--- src/rtl/vedic_mul_arbiter.sv ---
// Round-robin front end that time-shares one external combinational signed
// multiplier among NREQ requesters, holding operands for MUL_LAT cycles.
module vedic_mul_arbiter #(
   parameter int N       = 8,
   parameter int NREQ    = 4,
   parameter int MUL_LAT = 1,
   parameter int IDW     = 2
) (
   input  logic                clk,
   input  logic                rst_n,
   input  logic [NREQ-1:0]     req_valid,
   output logic [NREQ-1:0]     req_ready,
   input  logic [NREQ*N-1:0]   req_x,
   input  logic [NREQ*N-1:0]   req_y,
   output logic                rsp_valid,
   input  logic                rsp_ready,
   output logic [IDW-1:0]      rsp_id,
   output logic [2*N-1:0]      rsp_result,
   output logic [N-1:0]        mul_x,
   output logic [N-1:0]        mul_y,
   input  logic [2*N-1:0]      mul_result,
   output logic                busy
);

   localparam int CW = (MUL_LAT > 1) ? $clog2(MUL_LAT) : 1;

   typedef enum logic [1:0] {IDLE, MUL, RESP} state_t;

   state_t          state, state_nxt;
   logic [CW-1:0]   cnt;
   logic [IDW-1:0]  last_grant;
   logic [IDW-1:0]  winner;
   logic [IDW-1:0]  cand;
   logic            found;

   // Search starts one past the previous winner so every requester is served in turn.
   // NOTE: every always_comb output gets a default first; a missed path would infer a latch.
   always_comb begin
      winner = '0;
      cand   = '0;
      found  = 1'b0;
      for (int k = 1; k <= NREQ; k++) begin
         cand = IDW'((int'(last_grant) + k) % NREQ);
         if (!found && req_valid[cand]) begin
            found  = 1'b1;
            winner = cand;
         end
      end
   end

   // NOTE: sequential state uses non-blocking assignments so every register samples pre-edge values.
   always_ff @(posedge clk or negedge rst_n) begin
      if (!rst_n) state <= IDLE;
      else        state <= state_nxt;
   end

   always_comb begin
      state_nxt = state;
      case (state)
         IDLE:    if (found)       state_nxt = MUL;
         MUL:     if (cnt == '0)   state_nxt = RESP;
         RESP:    if (rsp_ready)   state_nxt = IDLE;
         default:                  state_nxt = IDLE;
      endcase
   end

   // Grant is gated by rst_n so no requester sees an accept while reset is held.
   always_comb begin
      req_ready = '0;
      busy      = (state != IDLE);
      if (state == IDLE && found && rst_n) req_ready[winner] = 1'b1;
   end

   always_ff @(posedge clk or negedge rst_n) begin
      if (!rst_n) begin
         last_grant <= IDW'(NREQ - 1);
         rsp_valid  <= 1'b0;
         rsp_id     <= '0;
         rsp_result <= '0;
         mul_x      <= '0;
         mul_y      <= '0;
         cnt        <= '0;
      end else begin
         case (state)
            IDLE: if (found) begin
               mul_x      <= req_x[int'(winner)*N +: N];
               mul_y      <= req_y[int'(winner)*N +: N];
               rsp_id     <= winner;
               last_grant <= winner;
               cnt        <= CW'(MUL_LAT - 1);
            end
            MUL: begin
               if (cnt == '0) begin
                  rsp_result <= mul_result;
                  rsp_valid  <= 1'b1;
               end else begin
                  cnt <= cnt - 1'b1;
               end
            end
            RESP: if (rsp_ready) rsp_valid <= 1'b0;
            default: ;
         endcase
      end
   end

endmodule

--- config.mk ---
export PLATFORM = sky130hd
export DESIGN_NAME = vedic_mul_arbiter
export DESIGN_NICKNAME = d
export VERILOG_FILES = /design/src/rtl/vedic_mul_arbiter.sv
export SDC_FILE = /design/constraint.sdc
export NUM_CORES = 1
export LEC_CHECK = 0
export BUFFER_PORTS_ARGS = -buffer_cell sky130_fd_sc_hd__buf_2
export CAP_MARGIN = 40
export CORE_UTILIZATION = 43
export CTS_CLUSTER_DIAMETER = 60
export DETAILED_ROUTE_END_ITERATION = 7
export PLACE_DENSITY = 0.78
export SYNTH_ARGS = -nofsm -noshare
export SYNTH_HDL_FRONTEND = slang
export SYNTH_SLANG_ARGS = --single-unit
export TNS_END_PERCENT = 30
--- constraint.sdc ---
create_clock -name clk -period 1.9 [get_ports clk]
set_input_delay 0.19 -clock clk [delete_from_list [all_inputs] [get_ports clk]]
set_output_delay 0.19 -clock clk [all_outputs]
set_load 0.005 [all_outputs]
==> impl_metrics.json <==
{
  "p_leak_nw": 1.46,
  "fin_crit_sh_pct": 101,
  "fin_tns_setup_ps": -18.0,
  "pin_count": 127,
  "clkTransAtPathRegs_ps": 80,
  "clk_latency_ps": 290,
  "cts-root-buf": "clkbuf_8",
  "crit_required_ps": 1710,
  "synthCells": 203,
  "critPathKind": "flop to output pin",
  "cp.arrival_ps": 1730,
  "design.die.area_um2": 5100,
  "fillers": 364,
  "hold_class": "input pin to flop",
  "n_antenna_cell": 0,
  "route.detailed.drc": 0,
  "period_minus_slack_ps": 1920,
  "grt_busiest_layer": "met2",
  "met1_usage_pct": 30.9,
  "setup_ws_ps": -18.0,
  "std_cell_rows": 24,
  "outcome": "finished, violations left",
  "synth_area_um2": 2070,
  "die_h_um": 71.4,
  "slew_violations": 0,
  "hold_ws_ps": 113,
  "clock_sinks": 39,
  "first_pass_iters": 4,
  "skew_ps": 4.37,
  "fmax_mhz": 521,
  "dp_hpwl_um": 4570,
  "grt_pass1_wl_um": 10000,
  "yosysWarnings": 0,
  "rsz0062_at_grt": "true",
  "core-area_um2": 4500,
  "port-buffer-count": 126,
  "drt-initial-drc-count": 117,
  "cts_tree": "built",
  "grt-ovfl-total": 0,
  "startpoint_type": "flop",
  "synth-seq-cells": 39,
  "ys_seq_area_share_pct": 47.2,
  "grt_util_all_layers_pct": 25.0,
  "initial_utilization_pct": 46.0,
  "fin_nets": 429,
  "die_w_um": 71.4,
  "synth_nets": 290,
  "syn_avg_cell_area_um2": 10.2,
  "drv_cap": 0,
  "wl_um": 6150,
  "place.gp.congestion": 0.872,
  "grt_max_degree": 31,
  "drive_gt1_share_pct": 50.7,
  "cts_buffer_depth": 2,
  "cp_max_fo": 8,
  "antenna_found_initial": 0,
  "powerDensity_nw_per_um2": 1520,
  "h-tree-depth": 2,
  "peakVddDrop_uv": 589,
  "violations": "negative setup slack",
  "cts_buffers": 5,
  "drt-wirelength-per-cell_um": 15.6,
  "area_delta_synth_final_pct": 44.7,
  "grt.met3_usage_pct": 4.64,
  "grt_pass1_vias": 2176,
  "synth_cell_type_count": 39,
  "end_kind": "output pin",
  "vias": 2220,
  "final_cell_mix": "buf_2 (126), dfrtp_1 (37), nor2_1 (23)",
  "fin_total_pwr_mw": 4.57,
  "vias_per_cell": 5.62,
  "setup_viol": 1,
  "worst_pin_slew_ps": 511,
  "final_common_cell": "buf_2",
  "hold_viol": 0,
  "antenna_left": 0,
  "grt_util_met2_pct": 44.9,
  "slew_headroom_pct": 65.8
}
Yosys cell counts:
master      n  share of area, %
o21ai_0     1              0.24
dfrtp_1    37                45
o21ba_2     1              0.48
a2bb2oi_1   1              0.42
nand2_1    17               3.1
or2_1       2              0.60
a31oi_1    16               4.8
mux2i_1     1              0.48
o211ai_1   17               6.2
and3_1      3              0.91
clkinv_1    1              0.18
buf_2       8               1.9
dfstp_2     2               2.5
nor2b_1     1              0.30
nand2b_1    3              0.91
a221oi_1   16               6.8
a21oi_1     2              0.48
a21oi_2     2              0.85
o21a_1      1              0.36
o2111a_1    1              0.54
buf_1       1              0.18
o22ai_2     1              0.60
buf_6       2               1.1
a22o_1      1              0.42
mux2_2      7               3.8
nor2_1     24               4.3
buf_4       1              0.36
o22ai_1     2              0.60
or3_1       1              0.30
inv_2       1              0.18
a211oi_1    1              0.36
o31ai_2     1              0.60
clkbuf_1    6               1.1
mux2_1      9               4.9
a221oi_4    1               1.3
nand3b_1    1              0.36
a2111oi_1   1              0.48
a21o_1      4               1.4
inv_1       5              0.91
cell families after synthesis:
kind of cell           Yosys count  share of synthesized area [%]
AO/OA/AOI/OAI                   70                           26.9
AND/OR/NAND/NOR                 52                           10.8
flip-flops                      39                           47.2
buffers and inverters           25                           5.91
multiplexers                    17                           9.17
report_power, final:
| group | internal, mW | leakage [nW] | switching [mW] |
|---|---|---|---|
| registers | 1.28 | 0.447 | 0.247 |
| logic | 1.17 | 0.952 | 1.17 |
| clock network | 0.391 | 0.0581 | 0.304 |
repair_timing:
action | CTS | global route
setup buffers | 2 | 5
hold buffers | 2 | 0
pin swaps | 2 | 1
resized for setup | 2 | 4
hold endpoints to repair | 7 | 0
setup endpoints to repair | 4 | 4
critical path, cell delays in order, from the launching register on:
cell and delay (ps):
dfstp_2 620, o21ba_2 190, o211ai_1 320, and3_1 210, buf_2 110
layer usage:
| metal | share of wire, % | routed length [um] |
|---|---|---|
| met1 | 43 | 2630 |
| met2 | 50 | 3110 |
| met3 | 5.3 | 323 |
| met4 | 1.4 | 89 |
| met5 | 0 | 0 |
final timing paths:
path                                 from              to  slack, ps  depth (start not counted)
max                         last_grant[1]    req_ready[0]        -20                          4
min                        mul_result[12]  rsp_result[12]        110                          2
max reg2reg                 last_grant[1]        mul_x[0]         80                          6
min reg2reg                rsp_result[12]  rsp_result[12]        480                          1
max in group asynchronous           rst_n        mul_y[4]        530                          3
min in group asynchronous           rst_n   last_grant[0]        530                          2
sequential cells by signal, summed over array words and instances (netlist names):
register / cells
mul_x: 8
rsp_valid: 1
state: 2
last_grant: 2
rsp_result: 16
rsp_id: 2
mul_y: 8
final cells by class:
type	count	area, um^2	area share, %
Timing Repair Buffer	150	816	27.2
Clock inverter	3	43.8	1.46
Clock buffer	5	68.8	2.29
Tap cell	52	65.1	2.17
Inverter	7	28.8	0.960
Sequential cell	39	978	32.6
Multi-Input combinational cell	139	998	33.3
stage by stage:
step | util (%) | std cells | worst slack, ps | instance area (um^2)
floorplan | - | 203 | 103 | 2070
global placement | 62.0 | 378 | 200 | 2790
detailed placement | 62.0 | 378 | 147 | 2790
CTS | 65.3 | 390 | -52.2 | 2940
global route | 66.6 | 395 | -68.4 | 3000
finish | 66.6 | 395 | -18.0 | 3000
Note: power is estimated with default switching activity, not from simulation.
